`src/rtl/lockstep_pkg.sv`:
```
// Shared definitions for the ALU lockstep monitor: FSM encoding, fault cause
// codes and the register window layout.
package lockstep_pkg;

    typedef enum logic [1:0] {
        ST_OK      = 2'd0,
        ST_SUSPECT = 2'd1,
        ST_FAULT   = 2'd2
    } state_e;

    // A fault that trips both conditions on the same sample reports 2'b11.
    localparam logic [1:0] CAUSE_THRESH = 2'b01;
    localparam logic [1:0] CAUSE_CMP    = 2'b10;

    localparam logic [3:0] OFF_STATUS  = 4'h0;
    localparam logic [3:0] OFF_COUNT   = 4'h4;
    localparam logic [3:0] OFF_CAPTURE = 4'h8;
    localparam logic [3:0] OFF_CTRL    = 4'hC;

    localparam int CTRL_EN_BIT  = 0;
    localparam int CTRL_IRQ_BIT = 1;
    localparam int CTRL_CLR_BIT = 2;

    localparam int CAP_W = 12;

    function automatic logic [1:0] cause_code(input logic thr_hit, input logic cmp_err);
        return (thr_hit ? CAUSE_THRESH : 2'b00) | (cmp_err ? CAUSE_CMP : 2'b00);
    endfunction

endpackage

```
`src/rtl/lockstep_wb_regs.sv`:
```
// Wishbone classic slave for the lockstep monitor: address decode, single-cycle
// ack, CTRL register with self-clearing clear strobe, and registered read mux.
module lockstep_wb_regs
    import lockstep_pkg::*;
#(
    parameter logic [31:0] ADDR_BASE = 32'h3000_0000
) (
    input  logic        wb_clk_i,
    input  logic        wb_rst_n,
    input  logic        wbs_stb_i,
    input  logic        wbs_cyc_i,
    input  logic        wbs_we_i,
    input  logic [3:0]  wbs_sel_i,
    input  logic [31:0] wbs_adr_i,
    input  logic [31:0] wbs_dat_i,
    output logic        wbs_ack_o,
    output logic [31:0] wbs_dat_o,
    input  logic [31:0] i_status,
    input  logic [31:0] i_count,
    input  logic [31:0] i_capture,
    output logic        o_enable,
    output logic        o_irq_en,
    output logic        o_clear
);

    logic        r_ack;
    logic [31:0] r_dat;
    logic        r_enable;
    logic        r_irq_en;

    logic        w_req;
    logic        w_hit;
    logic [3:0]  w_off;
    logic        w_ctrl_wr;
    logic [31:0] w_rdata;
    logic        w_unused;

    // A new request is only taken while ack is low, so a held strobe is
    // answered every other cycle.
    assign w_req     = wbs_stb_i & wbs_cyc_i & ~r_ack;
    assign w_hit     = (wbs_adr_i[31:4] == ADDR_BASE[31:4]) & (wbs_adr_i[1:0] == 2'b00);
    assign w_off     = {wbs_adr_i[3:2], 2'b00};
    assign w_ctrl_wr = w_req & wbs_we_i & w_hit & (w_off == OFF_CTRL) & wbs_sel_i[0];
    assign o_clear   = w_ctrl_wr & wbs_dat_i[CTRL_CLR_BIT];

    assign w_unused  = &{1'b0, wbs_sel_i[3:1], wbs_dat_i[31:3]};

    always_comb begin
        w_rdata = 32'd0;
        if (w_hit) begin
            case (w_off)
                OFF_STATUS:  w_rdata = i_status;
                OFF_COUNT:   w_rdata = i_count;
                OFF_CAPTURE: w_rdata = i_capture;
                OFF_CTRL:    w_rdata = {30'd0, r_irq_en, r_enable};
                default:     w_rdata = 32'd0;
            endcase
        end
    end

    always_ff @(posedge wb_clk_i or negedge wb_rst_n) begin
        if (!wb_rst_n) begin
            r_ack    <= 1'b0;
            r_dat    <= 32'd0;
            r_enable <= 1'b1;
            r_irq_en <= 1'b0;
        end else begin
            r_ack <= w_req;
            r_dat <= (w_req & ~wbs_we_i) ? w_rdata : 32'd0;
            if (w_ctrl_wr) begin
                r_enable <= wbs_dat_i[CTRL_EN_BIT];
                r_irq_en <= wbs_dat_i[CTRL_IRQ_BIT];
            end
        end
    end

    assign wbs_ack_o = r_ack;
    assign wbs_dat_o = r_dat;
    assign o_enable  = r_enable;
    assign o_irq_en  = r_irq_en;

endmodule

```
`src/rtl/alu_lockstep_monitor.sv`:
```
// Lockstep ALU monitor: registers comparator samples, filters transient
// mismatches through an OK/SUSPECT/FAULT FSM, counts mismatches, captures the first fault.
module alu_lockstep_monitor
    import lockstep_pkg::*;
#(
    parameter int          CNT_W     = 16,
    parameter int          THRESH    = 3,
    parameter logic [31:0] ADDR_BASE = 32'h3000_0000
) (
    input  logic        wb_clk_i,
    input  logic        wb_rst_n,
    input  logic        in_valid,
    input  logic [3:0]  alu_out1,
    input  logic [3:0]  alu_out2,
    input  logic        carry1,
    input  logic        carry2,
    input  logic [3:0]  cmp_x,
    input  logic        cmp_y,
    input  logic        wbs_stb_i,
    input  logic        wbs_cyc_i,
    input  logic        wbs_we_i,
    input  logic [3:0]  wbs_sel_i,
    input  logic [31:0] wbs_adr_i,
    input  logic [31:0] wbs_dat_i,
    output logic        wbs_ack_o,
    output logic [31:0] wbs_dat_o,
    output logic        fault_o,
    output logic        fault_irq
);

    localparam logic [3:0] THRESH_RUN = 4'(THRESH);

    function automatic logic [CNT_W-1:0] sat_inc(input logic [CNT_W-1:0] v);
        return (&v) ? v : v + CNT_W'(1);
    endfunction

    logic             r_s_valid_p1;
    logic [3:0]       r_out1_p1;
    logic [3:0]       r_out2_p1;
    logic             r_c1_p1;
    logic             r_c2_p1;
    logic [3:0]       r_x_p1;
    logic             r_y_p1;

    state_e           r_state;
    logic [3:0]       r_run;
    logic [CNT_W-1:0] r_count;
    logic [CAP_W-1:0] r_capture;

    state_e           w_state_nx;
    logic [3:0]       w_run_nx;
    logic [CNT_W-1:0] w_count_nx;
    logic [CAP_W-1:0] w_capture_nx;
    logic [3:0]       w_run_inc;
    logic             w_thr_hit;

    logic             w_enable;
    logic             w_irq_en;
    logic             w_clear;
    logic             w_miss;
    logic             w_cmp_err;
    logic             w_step;
    logic [31:0]      w_status;
    logic [31:0]      w_count32;
    logic [31:0]      w_capture32;

    // ---- stage 1: sample capture ----
    always_ff @(posedge wb_clk_i or negedge wb_rst_n) begin
        if (!wb_rst_n) begin
            r_s_valid_p1 <= 1'b0;
        end else begin
            r_s_valid_p1 <= in_valid & w_enable;
        end
    end

    always_ff @(posedge wb_clk_i) begin
        if (in_valid & w_enable) begin
            r_out1_p1 <= alu_out1;
            r_out2_p1 <= alu_out2;
            r_c1_p1   <= carry1;
            r_c2_p1   <= carry2;
            r_x_p1    <= cmp_x;
            r_y_p1    <= cmp_y;
        end
    end

    assign w_miss    = (r_out1_p1 != r_out2_p1) | (r_c1_p1 ^ r_c2_p1);
    assign w_cmp_err = (r_x_p1 != (r_out1_p1 ^ r_out2_p1)) | (r_y_p1 != (r_c1_p1 ^ r_c2_p1));
    // A clear landing on the same edge as a sample discards that sample.
    assign w_step    = r_s_valid_p1 & w_enable & ~w_clear;

    // ---- stage 2: classification FSM, counter, capture ----
    always_comb begin
        w_state_nx   = r_state;
        w_run_nx     = r_run;
        w_count_nx   = r_count;
        w_capture_nx = r_capture;
        w_run_inc    = (r_state == ST_OK) ? 4'd1 : r_run + 4'd1;
        w_thr_hit    = w_miss & (w_run_inc >= THRESH_RUN);

        if (w_clear) begin
            w_state_nx = ST_OK;
            w_run_nx   = 4'd0;
        end else if (w_step) begin
            if (w_miss) begin
                w_count_nx = sat_inc(r_count);
            end
            if (r_state != ST_FAULT) begin
                if (w_cmp_err | w_thr_hit) begin
                    w_state_nx   = ST_FAULT;
                    w_run_nx     = w_miss ? w_run_inc : r_run;
                    w_capture_nx = {cause_code(w_thr_hit, w_cmp_err),
                                    r_out1_p1, r_out2_p1, r_c1_p1, r_c2_p1};
                end else if (w_miss) begin
                    w_state_nx = ST_SUSPECT;
                    w_run_nx   = w_run_inc;
                end else begin
                    w_state_nx = ST_OK;
                    w_run_nx   = 4'd0;
                end
            end
        end
    end

    always_ff @(posedge wb_clk_i or negedge wb_rst_n) begin
        if (!wb_rst_n) begin
            r_state   <= ST_OK;
            r_run     <= 4'd0;
            r_count   <= '0;
            r_capture <= '0;
        end else begin
            r_state   <= w_state_nx;
            r_run     <= w_run_nx;
            r_count   <= w_count_nx;
            r_capture <= w_capture_nx;
        end
    end

    assign fault_o   = (r_state == ST_FAULT);
    assign fault_irq = fault_o & w_irq_en;

    assign w_status    = {26'd0, r_run, r_state};
    assign w_count32   = 32'(r_count);
    assign w_capture32 = {{(32-CAP_W){1'b0}}, r_capture};

    lockstep_wb_regs #(
        .ADDR_BASE (ADDR_BASE)
    ) u_regs (
        .wb_clk_i  (wb_clk_i),
        .wb_rst_n  (wb_rst_n),
        .wbs_stb_i (wbs_stb_i),
        .wbs_cyc_i (wbs_cyc_i),
        .wbs_we_i  (wbs_we_i),
        .wbs_sel_i (wbs_sel_i),
        .wbs_adr_i (wbs_adr_i),
        .wbs_dat_i (wbs_dat_i),
        .wbs_ack_o (wbs_ack_o),
        .wbs_dat_o (wbs_dat_o),
        .i_status  (w_status),
        .i_count   (w_count32),
        .i_capture (w_capture32),
        .o_enable  (w_enable),
        .o_irq_en  (w_irq_en),
        .o_clear   (w_clear)
    );

endmodule

```
`config.mk`:
```
export PLATFORM = sky130hd
export DESIGN_NAME = alu_lockstep_monitor
export DESIGN_NICKNAME = d
export VERILOG_FILES = /design/src/rtl/lockstep_pkg.sv /design/src/rtl/lockstep_wb_regs.sv /design/src/rtl/alu_lockstep_monitor.sv
export SDC_FILE = /design/constraint.sdc
export NUM_CORES = 1
export LEC_CHECK = 0
export CAP_MARGIN = 20
export CORE_ASPECT_RATIO = 0.75
export CORE_MARGIN = 1
export CORE_UTILIZATION = 44
export CTS_BUF_LIST = sky130_fd_sc_hd__clkbuf_8
export CTS_CLUSTER_SIZE = 24
export DETAILED_ROUTE_END_ITERATION = 10
export PLACE_DENSITY = 0.78
export RECOVER_POWER = 25
export REMOVE_ABC_BUFFERS = 1
export SLEW_MARGIN = 0
export SYNTH_ARGS = -nofsm -noshare
export SYNTH_HDL_FRONTEND = slang
export SYNTH_HIERARCHICAL = 1
export SYNTH_SLANG_ARGS = --single-unit
```
`constraint.sdc`:
```
create_clock -name wb_clk_i -period 2.25 [get_ports wb_clk_i]
set_input_delay 0.675 -clock wb_clk_i [delete_from_list [all_inputs] [get_ports wb_clk_i]]
set_output_delay 0.675 -clock wb_clk_i [all_outputs]
set_load 0.005 [all_outputs]
```
* After elaboration in Yosys (flattened, before gate mapping)
Cells that the tools add are included.
** Word-level totals
- Register bits after elaboration :: 85
- Input bits :: 89
- Output and inout port bits :: 35
- Logic and storage cells :: 79
** Operators by class
- Add/subtract/negate cells :: 2
- Magnitude comparators :: 1
- Equality and inequality tests :: 10
- Muxes and demuxes :: 17
- Bitwise logic cells :: 24
- Reductions and logical operators :: 10
** Operators with widths (count)
- case mux 16 bit (4 select lines) :: 1
- two-way mux 32 bit :: 1
- equality test 28 x 26 -> 1 bit, second input constant :: 1
- two-way mux 4 bit :: 7
- adder 16 x 1 -> 16 bit, second input constant :: 1
- two-way mux 16 bit :: 1
- AND reduction 16 bit :: 1
- bitwise AND 1 bit :: 14
- two-way mux 2 bit :: 5
- inequality test 4 bit :: 2
- AND reduction 4 bit :: 2
- equality test 2 bit, second input constant :: 3
- adder 4 x 1 -> 4 bit, second input constant :: 1
- >= comparator 4 x 2 -> 1 bit, second input constant :: 1
- logical NOT 2 bit :: 2
- logical NOT 4 bit :: 1
- NOT 1 bit :: 4
- nonzero test 2 bit :: 2
- bitwise XOR 4 bit :: 1
- inequality test 3 bit, second input constant :: 1
- OR 1 bit :: 3
- AND reduction 3 bit :: 1
- equality test 2 x 1 -> 1 bit, second input constant :: 1
- two-way mux 1 bit :: 2
- other kinds (5) :: 5

* Logic depth before layout (Yosys ltp)
Gate-level depths: netlist of the first run.
- Depth in word-level cells :: 11
- Depth in mapped cells :: 9
- Mapped depth without buffers :: 8

* Cells and area by module
Netlist of the first run, hierarchy kept.
** Modules (own cells, without submodules)
- alu_lockstep_monitor :: times used 1, cells each 176, area each 2293.4 sq um, seq. area each 1326.3 sq um
- lockstep_wb_regs :: times used 1, cells each 196, area each 1869.3 sq um, seq. area each 877.1 sq um

* Worst setup path before layout of the first run
No wires, ideal clock.
- Path kind :: input to register
- From :: in wbs_adr_i[15]
- To :: reg r_count[1]
- Library setup time :: 125 ps
- Arrival :: 2639 ps
- Data required time :: 2125 ps
- Setup slack :: -514 ps
- Cell stages on the path :: 8
- Buffers on the path :: 1
- Cell sequence :: nor4_2 > nand4_1 > or3_1 > nor3_1 > clkbuf_1 > nor2_1 > nand3_1 > mux2_2
** Between the ends
- Longest elaborated chain between the ends :: 9
** Ends and longest elaborated chain
- from (decl) :: RTL line alu_lockstep_monitor.sv:23 : input logic [31:0] wbs_adr_i,
- equality test 28 x 26 -> 1 bit (*) :: RTL line lockstep_wb_regs.sv:41 : assign w_hit = (wbs_adr_i[31:4] == ADDR_BASE[31:4]) & (wbs_adr_i[1:0] == 2'b00);
- bitwise AND 1 bit (*) :: RTL line lockstep_wb_regs.sv:41
- bitwise AND 1 bit (*) (3 in series) :: RTL line lockstep_wb_regs.sv:43 : assign w_ctrl_wr = w_req & wbs_we_i & w_hit & (w_off == OFF_CTRL) & wbs_sel_i[0];
- bitwise AND 1 bit (*) :: RTL line lockstep_wb_regs.sv:44 : assign o_clear = w_ctrl_wr & wbs_dat_i[CTRL_CLR_BIT];
- named net w_clear :: RTL line alu_lockstep_monitor.sv:59 : logic w_clear;
- NOT 1 bit (no line) (*)
- bitwise AND 1 bit :: RTL line alu_lockstep_monitor.sv:90 : assign w_step = r_s_valid_p1 & w_enable & ~w_clear;
- AND reduction 4 bit (no line) (*)
- to (signal assigned) :: RTL line alu_lockstep_monitor.sv:134 : r_count <= w_count_nx;
- to (decl) :: RTL line alu_lockstep_monitor.sv:47 : logic [CNT_W-1:0] r_count;
Mark *: on every way through the listed nets, which the timed path passes. The rest lies on a longest branch.
A chain may end at the register's enable or synchronous reset.

* Worst setup path after layout of the first run
- From :: in wbs_adr_i[4]
- To :: reg r_capture[4]
** Between the ends
- Longest elaborated chain between the ends :: 9
** Ends and longest elaborated chain
- equality test 28 x 26 -> 1 bit (*) :: RTL line lockstep_wb_regs.sv:41
- bitwise AND 1 bit (*) :: RTL line lockstep_wb_regs.sv:41
- bitwise AND 1 bit (*) (3 in series) :: RTL line lockstep_wb_regs.sv:43
- bitwise AND 1 bit (*) :: RTL line lockstep_wb_regs.sv:44
- named net w_clear :: RTL line alu_lockstep_monitor.sv:59
- NOT 1 bit (no line) (*)
- bitwise AND 1 bit :: RTL line alu_lockstep_monitor.sv:90
- AND reduction 4 bit (no line) (*)
- to (signal assigned) :: RTL line alu_lockstep_monitor.sv:135 : r_capture <= w_capture_nx;
- to (decl) :: RTL line alu_lockstep_monitor.sv:48 : logic [CAP_W-1:0] r_capture;
Marks and branches as above.

==> results.json, run 1 <==
{
  "outcome": "finished with violations",
  "violations": "capacitance limit, slew limit, setup timing",
  "worstHoldPathCells": 1,
  "io_buffers": 91,
  "nets": 663,
  "start_util": 0.456,
  "drive_above_1_share": 0.236,
  "fin_area_um2": 6110,
  "cp.arrival_ns": 2.62,
  "grt_pass1_vias": 3284,
  "first_pass_iters": 5,
  "synth_top_area_frac": 0.415,
  "via_count": 3359,
  "place_hpwl_um": 7110,
  "wl_per_cell_um": 14.5,
  "rsz0062_at_grt": "yes",
  "drt_wl_total_um": 10200,
  "async_reset_ff_frac": 0.824,
  "cts_buffers": 9,
  "min_period_over_period": 1.05,
  "cp-end-kind": "flip-flop",
  "fin_skew_ns": 0.0123,
  "r2r-start": "r_out2_p1[0]$_DFFE_PP_",
  "cpPeakStageDelay_ns": 0.41,
  "synthTopCellsByCount": "nor2_1 (74), dfrtp_1 (69), a21oi_1 (31)",
  "fin_ws_ns": -0.114,
  "yosysWarnings": 6,
  "ctsHoldBuffers": 0,
  "synth_ff_type": "dfrtp_1",
  "synth_top_cell_by_area": "dfrtp_1",
  "track_usage": 0.218,
  "die-width_um": 114,
  "clkLatencyLatePin_ns": 0.37,
  "clk_pin_slew_ns": 0.08,
  "synth_edf_count": 15,
  "synth.area.top_cells": "dfrtp_1 (41%), edfxtp_1 (11%), mux2i_1 (7.2%), nor2_1 (6.7%), a21oi_1 (3.7%)",
  "synth_area_per_cell_um2": 11.2,
  "synthCells": 372,
  "worst-path-max-fanout": 6,
  "r2r_cells": 7,
  "n_antenna_cell": 0,
  "ys_ff_latch": 85,
  "maxCapViolCount": 1,
  "cp_common_cell": "or3_4",
  "cts_tree": "done",
  "gr-total-overflow": 0,
  "worstSetupPathType": "in -> reg",
  "start_kind": "primary input",
  "cts_root_buf": "clkbuf_8",
  "hold_viol": 0,
  "dieHeight_um": 86.2,
  "die_area_um2": 9860,
  "fmax_mhz": 423,
  "timing.hold.ws_ns": 0.485,
  "syn_to_final_growth_pct": 46.7,
  "grt_max_degree": 71,
  "dpl_cell_area_um2": 5700,
  "grt_first_pass_wirelength_um": 16300,
  "max_slew_margin": -0.142,
  "ys_seq_area_frac": 0.529,
  "core_region_area_um2": 9120,
  "p_leak_uw": 0.00288,
  "drc": 0,
  "cp.required_ns": 2.50,
  "cpMaxStageDelayCell": "or3_4",
  "worstPathCellList": "buf_6 > nor4_2 > nand4_1 > or3_4 > nor3_2 > buf_4 > or3_4 > clkbuf_16 > mux2_4",
  "synth_area_um2": 4160,
  "first_iter_violations": 192,
  "peakVddDrop_uv": 432,
  "r2r_setup_slack_ns": -0.05,
  "htree_levels": 3,
  "post-synth-top-count-cell": "nor2_1",
  "worst_slew_pin_slew_ns": 1.71,
  "clock_path_buffers": 2,
  "cts.sinks": 85,
  "hold_path_class": "reg -> reg",
  "powerDensity_nw_per_um2": 456,
  "r2r-end": "r_capture[4]$_DFFE_PN0P_",
  "setup_viol": 17,
  "slew_violations": 71,
  "hp-start": "r_capture[11]$_DFFE_PN0P_",
  "synth.distinct_cells": 48,
  "antenna_found_initial": 0,
  "rows": 30,
  "ios": 124,
  "gp_congestion": 0.884,
  "antenna_left": 0,
  "avgViaCountPerCell": 4.76,
  "holdPathEnd": "r_capture[11]$_DFFE_PN0P_",
  "period_minus_slack_ns": 2.36
}
[worst max-delay path: cells and delay by family]
kind                   cells  cell delay [ns]
buffers and inverters      3             0.43
AND/OR/NAND/NOR            5             1.20
multiplexers               1             0.30
[what timing repair did]
action / 4_1_cts / 5_1_grt
endpoints found under the hold margin: 0 / 0
setup buffers: 10 / 2
pin swaps: 15 / 6
gates cloned: 0 / 1
resized for setup: 117 / 24
setup endpoints to repair: 53 / 41
[worst max-delay path by stage]
stage	startpoint	to	slack [ns]	cells after the start
2_1_floorplan	wbs_adr_i[15]	r_capture[0]$_DFFE_PN0P_	-0.80	6
3_3_place_gp	wbs_adr_i[31]	r_count[12]$_DFFE_PN0P_	-0.78	11
3_5_place_dp	wbs_adr_i[4]	r_count[12]$_DFFE_PN0P_	-0.88	11
4_1_cts	wbs_adr_i[0]	r_run[2]$_DFFE_PN0P_	-0.001	10
5_1_grt	wbs_adr_i[14]	r_run[2]$_DFFE_PN0P_	-0.16	10
6_report	wbs_adr_i[4]	r_capture[4]$_DFFE_PN0P_	-0.11	9
[cells by family (layout without fill, tap and decap cells)]
group           count (synthesis)  after routing  share of synthesized area
buf+inv                        20            164                     0.0264
fa+ha+maj                       2              2                    0.00601
flops                          85             85                      0.529
xor+xnor                       24             24                     0.0604
compound gates                 45             45                     0.0649
simple gates                  148            148                      0.179
other cells                     1             62                   0.000901
mux                            47             47                      0.133
[flip-flops by register name (all words and copies together), names as in the netlist]
| register | flops |
|---|---|
| r_c2_p1 | 1 |
| r_out1_p1 | 4 |
| u_regs/wbs_ack_o | 1 |
| u_regs/wbs_dat_o | 32 |
| u_regs/o_enable | 1 |
| u_regs/o_irq_en | 1 |
| r_count | 16 |
| r_s_valid_p1 | 1 |
| r_out2_p1 | 4 |
| r_capture | 12 |
| r_y_p1 | 1 |
| r_x_p1 | 4 |
| r_c1_p1 | 1 |
| r_run | 4 |
| r_state | 2 |
[power breakdown]
part | leakage, uW | switching, uW | internal (uW)
sequential | 0.00109 | 0.419 | 1570
combinational | 0.00169 | 130 | 136
clock | 0.000104 | 508 | 444
total | 0.00288 | 638 | 2150
[final cells by class]
| class | count | area, um^2 |
|---|---|---|
| fillers | 690 | 3020 |
| multi-input cells | 328 | 2220 |
| flip-flops and latches | 85 | 2200 |
| repair buffers | 145 | 1340 |
| well taps | 128 | 160 |
| clock buffers | 11 | 151 |
| clock inverters | 5 | 20.0 |
| inverters | 3 | 11.3 |
[metal layers]
layer,vias up,global-route usage,routed length (um)
li1,1639,-,-
met5,-,0,0
met1,1605,0.279,4420
met2,102,0.364,5160
met4,0,0.0661,108
met3,13,0.0587,508
[metrics by stage]
step                      worst slack, ns  TNS [ns]  power, uW  std cells  utilization
final                              -0.114     -1.07       2780        705        0.669
after global routing               -0.158     -2.46       2910        705        0.669
after CTS                        -0.00139  -0.00139       2810        702        0.655
after detailed placement           -0.878    -32.94       1860        676        0.625
after global placement             -0.783    -29.11       1850        676        0.625
after floorplan                    -0.796    -18.42       1680        416            -
[layout by cell type (no fill, tap or decap), types with 5 or more instances in the layout]
cell	netlist	routed
nor2_1	74	71
dfrtp_1	69	69
conb_1	1	62
clkdlybuf4s50_1	0	56
buf_4	0	46
a21oi_1	31	31
mux2i_1	30	30
edfxtp_1	15	15
buf_6	4	13
buf_2	4	12
xnor2_1	11	11
mux2_4	10	11
clkbuf_8	0	11
nand2_1	11	10
xor2_1	10	10
nand3_1	12	10
inv_1	3	7
nand4_1	6	6
clkdlybuf4s15_1	0	6
and2_1	5	5
nor4_4	0	5
Power figures use the tool's default switching activity.
==> run 2: changes to the inputs <==
--- a/config.mk
+++ b/config.mk
@@ -12,6 +12,7 @@
 export CTS_BUF_LIST = sky130_fd_sc_hd__clkbuf_8
 export CTS_CLUSTER_SIZE = 24
 export DETAILED_ROUTE_END_ITERATION = 10
+export MAX_ROUTING_LAYER = met4
 export PLACE_DENSITY = 0.78
 export RECOVER_POWER = 25
 export REMOVE_ABC_BUFFERS = 1
==> run 2 against run 1 <==
Effect of this change:
- the flow finishes with violations (setup timing)
- clock skew fell by 0.0013 ns
- worst setup slack got worse by 0.015 ns
- maximum frequency fell by 0.63%
- hold slack got worse by 0.011 ns
- global-route usage rose by 0.77 points
- final cell count did not move
- sequential cell count did not move
==> results.json, run 2 (synthesis results as in run 1) <==
{
  "cpMaxStageDelayCell": "or3_4",
  "clkLatencyLatePin_ns": 0.38,
  "wl_per_cell_um": 14.2,
  "dieHeight_um": 86.2,
  "gr-total-overflow": 0,
  "drt_wl_total_um": 10000,
  "drive_above_1_share": 0.229,
  "powerDensity_nw_per_um2": 501,
  "fin_skew_ns": 0.0110,
  "nets": 663,
  "min_period_over_period": 1.06,
  "worst-path-max-fanout": 7,
  "path_delay_family": "simple AND/OR/NAND/NOR gates",
  "cts_buffers": 9,
  "n_antenna_cell": 0,
  "fin_util": 0.664,
  "stdcell_count": 705,
  "syn_to_final_growth_pct": 45.5,
  "antenna_found_initial": 0,
  "slew_violations": 0,
  "cts_tree": "done",
  "clock_path_buffers": 2,
  "io_buffers": 91,
  "hold_path_class": "in -> async",
  "violations": "setup timing",
  "grt_pass1_vias": 3365,
  "first_pass_iters": 4,
  "top_usage_layer": "met2",
  "rows": 30,
  "cpPeakStageDelay_ns": 0.44,
  "p_leak_uw": 0.00283,
  "gp_congestion": 0.933,
  "start_kind": "primary input",
  "place_inst": 678,
  "mostFrequentLayoutCell": "nor2_1",
  "worst_slew_pin_slew_ns": 1.06,
  "place_hpwl_um": 7230,
  "first_iter_violations": 201,
  "timing.hold.ws_ns": 0.473,
  "start_util": 0.456,
  "htree_levels": 3,
  "ios": 124,
  "max_slew_margin": 0.291,
  "cp.required_ns": 2.52,
  "cp.arrival_ns": 2.65,
  "setup_viol": 24,
  "use_met2": 0.359,
  "grt_max_degree": 34,
  "outcome": "finished with violations",
  "critPathBufInv": 3,
  "track_usage": 0.226,
  "peakVddDrop_uv": 410,
  "grt_first_pass_wirelength_um": 16400,
  "maxCapViolCount": 0,
  "die-width_um": 114,
  "worstPathCellList": "buf_6 > nor4_4 > nand4_1 > or3_4 > nor3_2 > buf_4 > buf_6 > nor3_4 > nor3b_2 > a221o_1",
  "die_area_um2": 9860,
  "core_region_area_um2": 9120,
  "hold_viol": 0,
  "cp-end-kind": "flip-flop",
  "fin_ws_ns": -0.129,
  "fmax_mhz": 420,
  "cts_root_buf": "clkbuf_8",
  "dpl_cell_area_um2": 5720,
  "cp_common_cell": "buf_6",
  "antenna_left": 0,
  "grtUsageMet3": 0.0615,
  "rsz0062_at_grt": "yes",
  "met1_usage": 0.277,
  "worstSetupPathType": "in -> reg",
  "clk_pin_slew_ns": 0.09,
  "avgViaCountPerCell": 4.87,
  "fin_area_um2": 6060,
  "drc": 0,
  "via_count": 3435,
  "cts.sinks": 85,
  "period_minus_slack_ns": 2.38,
  "largest_reg_flops": 32,
  "final_cell_mix": "nor2_1 (74), dfrtp_1 (68), conb_1 (62)"
}
-- run 2: cell count changes in the layout (fill, tap and decap cells not counted), sizes merged --
cell,delta
clkinv,+1
clkbuf,+4
dlygate4sd2,+4
bufinv,+2
buf,-7
dlymetal6s2s,-1
inv,-3
-- run 2: final timing paths --
path,startpoint,end,slack [ns],cells after the start
setup / recovery,wbs_adr_i[6],r_run[2]$_DFFE_PN0P_,-0.13,10
hold / removal,wb_rst_n,u_regs/wbs_dat_o[21]$_DFF_PN0_,0.47,1
setup reg to reg,r_out1_p1[0]$_DFFE_PP_,r_capture[1]$_DFFE_PN0P_,-0.01,7
hold reg to reg,r_capture[11]$_DFFE_PN0P_,r_capture[11]$_DFFE_PN0P_,0.49,1
max in group asynchronous,wb_rst_n,r_state[0]$_DFFE_PN0P_,0.38,2
min in group wb_clk_i,r_capture[11]$_DFFE_PN0P_,r_capture[11]$_DFFE_PN0P_,0.49,1
-- run 2: per-layer routing --
metal  vias to the layer above  wire length, um  share of wire
li1                       1637                -              -
met1                      1661             4380           0.44
met2                       104             4920           0.49
met3                        33              458          0.046
met4                         0              267          0.027
met5                         -                0              0
-- run 2: report_power, final --
group          switching [uW]  internal [uW]
Combinational             129            131
Sequential              0.407           1560
Clock                     535            678
Total                     664           2370
-- run 2: final cells by class --
cell class	count	area, um^2
clock inverter	5	73.8
clock buffer	11	151
timing repair buffer	145	1270
fill	712	3060
inverter	3	11.3
tap	128	160
sequential	85	2200
multi-input combinational	328	2190
-- run 2: what timing repair did --
action | 4_1_cts | 5_1_grt
hold buffers | 0 | 0
endpoints found under the setup margin | 37 | 28
pin swaps | 15 | 11
gates resized for setup | 98 | 17
buffers inserted | 9 | 2
-- run 2: through the flow --
step	setup TNS (ns)	power, uW	setup WS, ns
6_report	-1.96	3040	-0.129
5_1_grt	-2.07	3160	-0.119
4_1_cts	-0.0126	3060	-0.0109
3_5_place_dp	-30.82	1860	-0.842
3_3_place_gp	-29.21	1850	-0.793
2_1_floorplan	-18.42	1680	-0.796
==> run 3: changes to the inputs <==
==> constraint.sdc (replaced) <==
create_clock -name wb_clk_i -period 1.9 [get_ports wb_clk_i]
set_input_delay 0.57 -clock wb_clk_i [delete_from_list [all_inputs] [get_ports wb_clk_i]]
set_output_delay 0.57 -clock wb_clk_i [all_outputs]
set_load 0.005 [all_outputs]
==> run 3 against run 2 <==
Effect of this change:
- the run still ends with setup timing left
- hold slack worse by 0.0076 ns
- routed wire length rose by 4.6%
- via count up 1.3%
- sequential power grew 18%
- clock-buffer cell count fell by 1
- clock power barely moved
- combinational power rose by 18%
- core utilization increased by 4.3 points
- non-clock buffer count up 28
- worst setup slack got worse by 0.25 ns
==> results.json, run 3 (synthesis results as in run 1) <==
{
  "outcome": "finished with violations",
  "violations": "setup timing",
  "power_uw": 3400,
  "grt_max_degree": 71,
  "power.share.clock": 0.365,
  "dieHeight_um": 86.2,
  "htree_levels": 3,
  "power_frac_comb": 0.090,
  "hold_path_class": "in -> async",
  "r2r_cells": 8,
  "ios": 124,
  "p_seq_frac": 0.545,
  "via_count": 3478,
  "nets": 691,
  "core_region_area_um2": 9120,
  "grt_first_pass_wirelength_um": 17100,
  "die_area_um2": 9860,
  "antenna_left": 0,
  "cp.arrival_ns": 2.52,
  "cts_root_buf": "clkbuf_8",
  "cts_tree": "done",
  "cp.required_ns": 2.14,
  "place_hpwl_um": 7290,
  "start_kind": "primary input",
  "avgViaCountPerCell": 4.74,
  "gr-total-overflow": 0,
  "worst-path-max-fanout": 5,
  "power.switching_uw": 771,
  "netSwitchingFraction": 0.227,
  "p_leak_uw": 0.00307,
  "clkLatencyLatePin_ns": 0.36,
  "largest_reg_flops": 32,
  "rsz0062_at_grt": "yes",
  "worstSetupPathType": "in -> reg",
  "track_usage": 0.235,
  "wl_per_cell_um": 14.3,
  "worst_slew_pin_slew_ns": 0.932,
  "antenna_found_initial": 0,
  "fin_setup_tns_ns": -9.48,
  "drive_above_1_share": 0.302,
  "drt_wl_total_um": 10500,
  "cp-end-kind": "flip-flop",
  "setup_viol": 33,
  "clock_path_buffers": 2,
  "r2r-start": "u_regs/wbs_ack_o$_DFF_PN0_",
  "die-width_um": 114,
  "drc": 0,
  "powerDensity_nw_per_um2": 527,
  "cts.sinks": 85,
  "first_pass_iters": 4,
  "period_minus_slack_ns": 2.28,
  "fmax_mhz": 439,
  "fin_skew_ns": 0.00751,
  "ctsHoldBuffers": 0,
  "rows": 30,
  "final_cell_mix": "nor2_1 (69), buf_4 (69), dfrtp_1 (69)",
  "io_buffers": 91,
  "grt_pass1_vias": 3545,
  "r2r_setup_slack_ns": -0.29,
  "n_antenna_cell": 0,
  "syn_to_final_growth_pct": 55.0,
  "start_util": 0.456,
  "min_period_over_period": 1.20,
  "slew_violations": 0,
  "p_int_uw": 2630,
  "hold_viol": 0,
  "maxCapViolCount": 0,
  "fin_util": 0.707,
  "peakVddDrop_uv": 468,
  "r2r-end": "r_capture[3]$_DFFE_PN0P_",
  "clk_pin_slew_ns": 0.08,
  "fin_ws_ns": -0.380,
  "max_slew_margin": 0.378,
  "cts_buffers": 9,
  "first_iter_violations": 218,
  "gp_congestion": 0.882
}
==> run 3: cell count changes in the layout (fill, tap and decap cells not counted), moves of 4 or more <==
| cell | before | now |
|---|---|---|
| nor2_4 | 0 | 4 |
| clkdlybuf4s50_1 | 56 | 52 |
| buf_2 | 10 | 16 |
| buf_6 | 7 | 13 |
| nor2_1 | 74 | 69 |
| buf_4 | 49 | 69 |
==> run 3: layout make-up <==
class,count,area [um^2]
multi-input cells,328,2330
clock buffers,10,138
well taps,128,160
repair buffers,173,1550
clock inverters,6,53.8
flip-flops and latches,85,2200
inverters,3,11.3
fillers,659,2670
==> run 3: what timing repair did <==
action	4_1_cts	5_1_grt
pin swaps	30	25
resized for setup	149	33
setup endpoints to repair	54	52
setup buffers	31	8
gates cloned	1	2
==> run 3: stage by stage <==
| stage | hold slack [ns] | cells | area, um^2 | worst slack (ns) |
|---|---|---|---|---|
| final | 0.466 | 733 | 6450 | -0.380 |
| after detailed placement | 0.485 | 694 | 5840 | -1.25 |
| after global placement | 0.482 | 694 | 5840 | -1.11 |
| after CTS | 0.230 | 733 | 6320 | -0.316 |
| after floorplan | 0.274 | 416 | 4290 | -1.04 |
| after global routing | 0.521 | 733 | 6450 | -0.418 |
==> run 3: per-layer routing <==
metal / vias up / track usage / part of all wire / wire length [um]
met5: - / - / 0 / 0
met4: 0 / 0.0708 / 0.026 / 271
met3: 23 / 0.0552 / 0.043 / 452
met2: 99 / 0.402 / 0.51 / 5360
met1: 1657 / 0.278 / 0.42 / 4420
li1: 1699 / - / - / -
==> run 3: power groups by stage <==
| stage | clock (uW) | sequential [uW] | combinational [uW] |
|---|---|---|---|
| 6_report | 1240 | 1850 | 306 |
| 5_1_grt | 1360 | 1850 | 341 |
| 4_1_cts | 1280 | 1850 | 295 |
| 3_5_place_dp | 0 | 1890 | 304 |
| 3_3_place_gp | 0 | 1890 | 299 |
| 2_1_floorplan | 0 | 1890 | 99.3 |
==> run 3: worst max path at each step <==
stage	from	to	slack, ns	cells after the start
after floorplan	wbs_adr_i[15]	r_capture[0]$_DFFE_PN0P_	-1.04	6
after global placement	wbs_adr_i[15]	r_capture[7]$_DFFE_PN0P_	-1.11	9
after detailed placement	wbs_adr_i[15]	r_capture[5]$_DFFE_PN0P_	-1.25	9
after CTS	r_out2_p1[1]$_DFFE_PP_	r_capture[3]$_DFFE_PN0P_	-0.32	7
after global routing	wbs_adr_i[11]	r_run[2]$_DFFE_PN0P_	-0.42	10
final	wbs_adr_i[11]	r_capture[3]$_DFFE_PN0P_	-0.38	9
==> run 3: critical path, stage by stage <==
cell and delay, ns:
buf_6 0.09, nor4_4 0.27, nand4_1 0.16, or3_4 0.44
nor3_4 0.26, buf_6 0.15, or3_4 0.16, buf_12 0.12
mux2_4 0.29
